==> src/rtl/apb_sram_requester.sv <==
// apb_sram_requester: APB requester that turns one accepted command into one
// SETUP+ACCESS transfer, absorbs PREADY wait states and returns read data
// plus PSLVERR status as a one-cycle response pulse.
// Optional feature macro: APB_REQ_TIMEOUT_EN (bounds the ACCESS wait to
// TIMEOUT_CYCLES cycles and reports an error on expiry).
module apb_sram_requester #(
    parameter int ADDR_WIDTH     = 32,
    parameter int DATA_WIDTH     = 32,
    parameter int TIMEOUT_CYCLES = 16
) (
    input  logic                  pclk,
    input  logic                  prst,
    input  logic                  cmd_valid,
    output logic                  cmd_ready,
    input  logic                  cmd_write,
    input  logic [ADDR_WIDTH-1:0] cmd_addr,
    input  logic [DATA_WIDTH-1:0] cmd_wdata,
    output logic                  rsp_valid,
    output logic [DATA_WIDTH-1:0] rsp_rdata,
    output logic                  rsp_err,
    output logic                  psel,
    output logic                  penable,
    output logic                  pwrite,
    output logic [ADDR_WIDTH-1:0] paddr,
    output logic [DATA_WIDTH-1:0] pwdata,
    input  logic [DATA_WIDTH-1:0] prdata,
    input  logic                  pready,
    input  logic                  pslverr
);

    typedef enum logic [1:0] {
        IDLE   = 2'd0,
        SETUP  = 2'd1,
        ACCESS = 2'd2
    } state_t;

    state_t                state_reg, state_next;
    logic                  cmd_ready_reg, cmd_ready_next;
    logic                  psel_reg, psel_next;
    logic                  penable_reg, penable_next;
    logic                  pwrite_reg, pwrite_next;
    logic [ADDR_WIDTH-1:0] paddr_reg, paddr_next;
    logic [DATA_WIDTH-1:0] pwdata_reg, pwdata_next;
    logic                  rsp_valid_reg, rsp_valid_next;
    logic [DATA_WIDTH-1:0] rsp_rdata_reg, rsp_rdata_next;
    logic                  rsp_err_reg, rsp_err_next;
    logic                  timeout_hit;

`ifdef APB_REQ_TIMEOUT_EN
    localparam int CNT_W = $clog2(TIMEOUT_CYCLES + 1);

    logic [CNT_W-1:0] wait_cnt_reg;

    // Count consecutive ACCESS cycles with pready low; cleared outside ACCESS,
    // so it starts from zero on every SETUP->ACCESS step.
    always_ff @(posedge pclk) begin
        if (prst || state_reg != ACCESS) begin
            wait_cnt_reg <= '0;
        end else if (!pready) begin
            wait_cnt_reg <= wait_cnt_reg + 1'b1;
        end
    end

    // The last allowed wait cycle: abort at the edge closing it unless pready wins.
    assign timeout_hit = (state_reg == ACCESS) && !pready &&
                         (wait_cnt_reg == CNT_W'(TIMEOUT_CYCLES - 1));
`else
    assign timeout_hit = 1'b0;
`endif

    // State and registered-output update; reset abandons any transfer in flight.
    always_ff @(posedge pclk) begin
        if (prst) begin
            state_reg     <= IDLE;
            cmd_ready_reg <= 1'b0;
            psel_reg      <= 1'b0;
            penable_reg   <= 1'b0;
            pwrite_reg    <= 1'b0;
            paddr_reg     <= '0;
            pwdata_reg    <= '0;
            rsp_valid_reg <= 1'b0;
            rsp_rdata_reg <= '0;
            rsp_err_reg   <= 1'b0;
        end else begin
            state_reg     <= state_next;
            cmd_ready_reg <= cmd_ready_next;
            psel_reg      <= psel_next;
            penable_reg   <= penable_next;
            pwrite_reg    <= pwrite_next;
            paddr_reg     <= paddr_next;
            pwdata_reg    <= pwdata_next;
            rsp_valid_reg <= rsp_valid_next;
            rsp_rdata_reg <= rsp_rdata_next;
            rsp_err_reg   <= rsp_err_next;
        end
    end

    // Next-state and next-output decode; everything holds unless a transition changes it.
    always_comb begin
        state_next     = state_reg;
        cmd_ready_next = cmd_ready_reg;
        psel_next      = psel_reg;
        penable_next   = penable_reg;
        pwrite_next    = pwrite_reg;
        paddr_next     = paddr_reg;
        pwdata_next    = pwdata_reg;
        rsp_valid_next = 1'b0;
        rsp_rdata_next = rsp_rdata_reg;
        rsp_err_next   = rsp_err_reg;

        case (state_reg)
            IDLE: begin
                cmd_ready_next = 1'b1;
                if (cmd_valid && cmd_ready_reg) begin
                    state_next     = SETUP;
                    cmd_ready_next = 1'b0;
                    psel_next      = 1'b1;
                    penable_next   = 1'b0;
                    pwrite_next    = cmd_write;
                    paddr_next     = cmd_addr;
                    pwdata_next    = cmd_wdata;
                end
            end
            SETUP: begin
                state_next   = ACCESS;
                psel_next    = 1'b1;
                penable_next = 1'b1;
            end
            ACCESS: begin
                if (pready) begin
                    state_next     = IDLE;
                    cmd_ready_next = 1'b1;
                    psel_next      = 1'b0;
                    penable_next   = 1'b0;
                    rsp_valid_next = 1'b1;
                    rsp_rdata_next = pwrite_reg ? '0 : prdata;
                    rsp_err_next   = pslverr;
                end else if (timeout_hit) begin
                    state_next     = IDLE;
                    cmd_ready_next = 1'b1;
                    psel_next      = 1'b0;
                    penable_next   = 1'b0;
                    rsp_valid_next = 1'b1;
                    rsp_rdata_next = '0;
                    rsp_err_next   = 1'b1;
                end
            end
            default: begin
                state_next     = IDLE;
                cmd_ready_next = 1'b0;
                psel_next      = 1'b0;
                penable_next   = 1'b0;
            end
        endcase
    end

    assign cmd_ready = cmd_ready_reg;
    assign psel      = psel_reg;
    assign penable   = penable_reg;
    assign pwrite    = pwrite_reg;
    assign paddr     = paddr_reg;
    assign pwdata    = pwdata_reg;
    assign rsp_valid = rsp_valid_reg;
    assign rsp_rdata = rsp_rdata_reg;
    assign rsp_err   = rsp_err_reg;

endmodule

==> config.mk <==
export PLATFORM = sky130hd
export DESIGN_NAME = apb_sram_requester
export DESIGN_NICKNAME = d
export VERILOG_FILES = /design/src/rtl/apb_sram_requester.sv
export SDC_FILE = /design/constraint.sdc
export NUM_CORES = 1
export LEC_CHECK = 0
export BUFFER_PORTS_ARGS = -buffer_cell sky130_fd_sc_hd__buf_2
export CORE_UTILIZATION = 25
export CTS_BUF_LIST = sky130_fd_sc_hd__clkbuf_2
export DETAILED_ROUTE_END_ITERATION = 6
export PLACE_DENSITY = 0.52
export SYNTH_ARGS = -nofsm -noshare
export SYNTH_HDL_FRONTEND = slang
export SYNTH_SLANG_ARGS = --single-unit
==> constraint.sdc <==
create_clock -name pclk -period 3.3 [get_ports pclk]
set_input_delay 0.99 -clock pclk [delete_from_list [all_inputs] [get_ports pclk]]
set_output_delay 0.99 -clock pclk [all_outputs]
set_load 0.005 [all_outputs]
==> impl_metrics.env <==
export IMPL_hp_start="rsp_rdata[9]$_SDFFE_PP0P_"
export IMPL_cts_hold_fix_buffers=0
export IMPL_p_clk_share_pct=27.0
export IMPL_switchingPower_w=0.000583
export IMPL_sw_frac_of_total_pct=26.9
export IMPL_synth_fp_nets=553
export IMPL_power_w=0.00217
export IMPL_drc_errors=0
export IMPL_crit_fanout=34
export IMPL_fillers=1570
export IMPL_initialDrtViolationCount=127
export IMPL_power_density_nw_per_um2=438
export IMPL_yosysWarnings=0
export IMPL_cts_tree="yes"
export IMPL_insertion_delay_ns=0.59
export IMPL_max_freq_mhz=420
export IMPL_synth_top_cell_area_share_pct=55.5
export IMPL_antenna_found_initial=1
export IMPL_synth_area_leader_cell="dfxtp_1"
export IMPL_yosysMostFrequentCell="nand2_1"
export IMPL_synth_edff_count=0
export IMPL_post_cts_setup_buffer_count=0
export IMPL_cp_top_family="buffers and inverters"
export IMPL_vias=3694
export IMPL_initial_core_util_pct=25.6
export IMPL_cts_resized=0
export IMPL_start_kind="flop"
export IMPL_comb_power_share_pct=12.1
export IMPL_end_kind="output pin"
export IMPL_final_period_utilization_pct=72.2
export IMPL_ys_top_cells_by_count="nand2_1 (164), dfxtp_1 (103), a21oi_1 (101)"
export IMPL_r2r_end="paddr[11]$_SDFFE_PP0P_"
export IMPL_ant_nets=0
export IMPL_crit_required_ns=2.31
export IMPL_p_int_w=0.00159
export IMPL_r2r_slack_ns=1.39
export IMPL_worst_pin_slew_ns=1.00
export IMPL_place_congestion=0.688
export IMPL_relSlewSlack_pct=33.1
export IMPL_areaGrowthSynthToFinish_pct=33.5
export IMPL_io_pins=204
export IMPL_worst_path_max_delay_cell="dfxtp_1"
export IMPL_seqPwrFrac_pct=61.0
export IMPL_setup_viol=0
export IMPL_via_per_inst=4.48
export IMPL_core_um2=14500
export IMPL_synthCells=451
export IMPL_path_buf_inv=2
export IMPL_grt_pass1_wl_um=15900
export IMPL_reg2reg_from="state_reg[0]$_SDFFE_PP0P_"
export IMPL_maxCapViolCount=0
export IMPL_fin_crit_ns=2.38
export IMPL_dp_hpwl_um=7300
export IMPL_multi_input_area_um2=1470
export IMPL_fin_setup_tns_ns=0
export IMPL_io_buffers=203
export IMPL_min_to="rsp_rdata[9]$_SDFFE_PP0P_"
export IMPL_hold_class="reg2reg"
export IMPL_critPathMaxStageDelay_ns=0.37
export IMPL_netlist_area_um2=3720
export IMPL_clk_pin_slew_ns=0.26
export IMPL_die_y_um=124
export IMPL_post_drt_wl_per_cell_um=12.8
export IMPL_die_area_um2=15400
export IMPL_outcome="complete, no violations"
export IMPL_synth_seq_cells=103
export IMPL_rsz0062_at_grt="no"
export IMPL_critical_path_class="reg2out"
export IMPL_num_rows=44
export IMPL_ir_drop_mv=0.259
export IMPL_wl_um=10600
export IMPL_cts_root_buffer="clkbuf_2"
export IMPL_layout_nets=737
export IMPL_cts_buffer_depth=2
export IMPL_drive_gt1_share_pct=35.3
export IMPL_worstPathArrival_ns=1.39
export IMPL_ctsHtreeMaxLevel=3
export IMPL_grt_start_max_net_pins=68
export IMPL_gr_total_overflow=0
export IMPL_syn_area_per_cell_um2=8.24
export IMPL_regArea_um2=2060
export IMPL_worstRegToRegCells=3
export IMPL_maxSlewViolCount=0
export IMPL_numCtsBuffers=9
export IMPL_hold_depth=2
export IMPL_leakage_nw=2.22
export IMPL_path_cells="buf_4 -> buf_2"
export IMPL_die_w_um=124
export IMPL_hold_viol=0
export IMPL_postLayoutCoreUtil_pct=34.1
export IMPL_cts_sinks=103
export IMPL_synthArstFlopShare_pct=0
export IMPL_track_usage_pct=13.4
export IMPL_ys_seq_area_share_pct=55.5
export IMPL_first_global_vias=3331
export IMPL_synth_cell_types=17
export IMPL_synth_ff_type="dfxtp_1"
export IMPL_first_pass_iters=4
export IMPL_yosys_top_cells_area="dfxtp_1 (55%), nand2_1 (17%), a21oi_1 (14%)"
export IMPL_finClkSkew_ns=0.0156
cell type report:
| type | count | share of cell area, % |
|---|---|---|
| inverter | 1 | 0.0757 |
| tap | 184 | 4.64 |
| antenna | 1 | 0.0504 |
| clock inverter | 7 | 1.29 |
| sequential | 103 | 41.6 |
| timing repair buffer | 210 | 21.8 |
| clock buffer | 9 | 0.908 |
| multi-input combinational | 310 | 29.6 |
worst max-delay path by stage:
stage	startpoint	end	slack, ns	cells past startpoint
after floorplan	cmd_valid	paddr[27]$_SDFFE_PP0P_	1.58	5
after global placement	cmd_valid	pwdata[14]$_SDFFE_PP0P_	0.85	4
after detailed placement	cmd_valid	paddr[11]$_SDFFE_PP0P_	0.78	4
after CTS	pwrite$_SDFFE_PP0P_	pwrite	0.81	2
after global routing	pwrite$_SDFFE_PP0P_	pwrite	0.74	2
final	pwrite$_SDFFE_PP0P_	pwrite	0.92	2
power groups by stage:
stage | logic, W | clock network (W) | registers, W
global route | 0.000297 | 0.000680 | 0.00133
detailed placement | 0.000267 | 0 | 0.00135
CTS | 0.000268 | 0.000634 | 0.00133
finish | 0.000262 | 0.000585 | 0.00132
global placement | 0.000261 | 0 | 0.00134
floorplan | 0.000130 | 0 | 0.00135
through the flow:
step	hold WS [ns]	std cells	instance area, µm²	setup WS, ns
after CTS	0.471	824	4960	0.809
after detailed placement	0.444	808	4850	0.781
after global routing	0.471	825	4960	0.743
after floorplan	0.448	451	3720	1.58
final	0.467	825	4960	0.919
after global placement	0.434	808	4850	0.851
kinds of logic after synthesis:
| family | count (synthesis) | synth area share, % |
|---|---|---|
| DFF | 103 | 55.5 |
| muxes | 1 | 0.269 |
| and+or+nand+nor | 205 | 24.6 |
| buffers and inverters | 38 | 5.42 |
| AOI/OAI and AO/OA | 104 | 14.2 |
layer usage:
layer / track usage (%) / vias up / share of wire, %
met5: 0 / - / 0
met3: 6.46 / 7 / 9.7
met1: 14.2 / 1718 / 41
met4: 4.46 / 0 / 1.0
met2: 23.3 / 131 / 49
li1: - / 1838 / -
layout by cell type, fill, tap and decap left out, drive strengths merged:
cell / netlist / layout
diode: 0 / 1
clkbuf: 19 / 9
dfxtp: 103 / 103
o21ai: 1 / 1
inv: 1 / 1
o211a: 1 / 1
buf: 18 / 210
nand3b: 33 / 33
nand2: 164 / 164
nor2: 5 / 5
a2bb2oi: 1 / 1
clkinv: 0 / 5
and4bb: 1 / 1
clkinvlp: 0 / 1
mux2i: 1 / 1
nand4bb: 1 / 1
bufinv: 0 / 1
a21oi: 101 / 101
and3b: 1 / 1
tightest hold or removal path: stages (launching register included):
cell	delay (ns)
dfxtp_1	0.37
nand2_1	0.05
a21oi_1	0.05
Power figures use the tool's default switching activity.
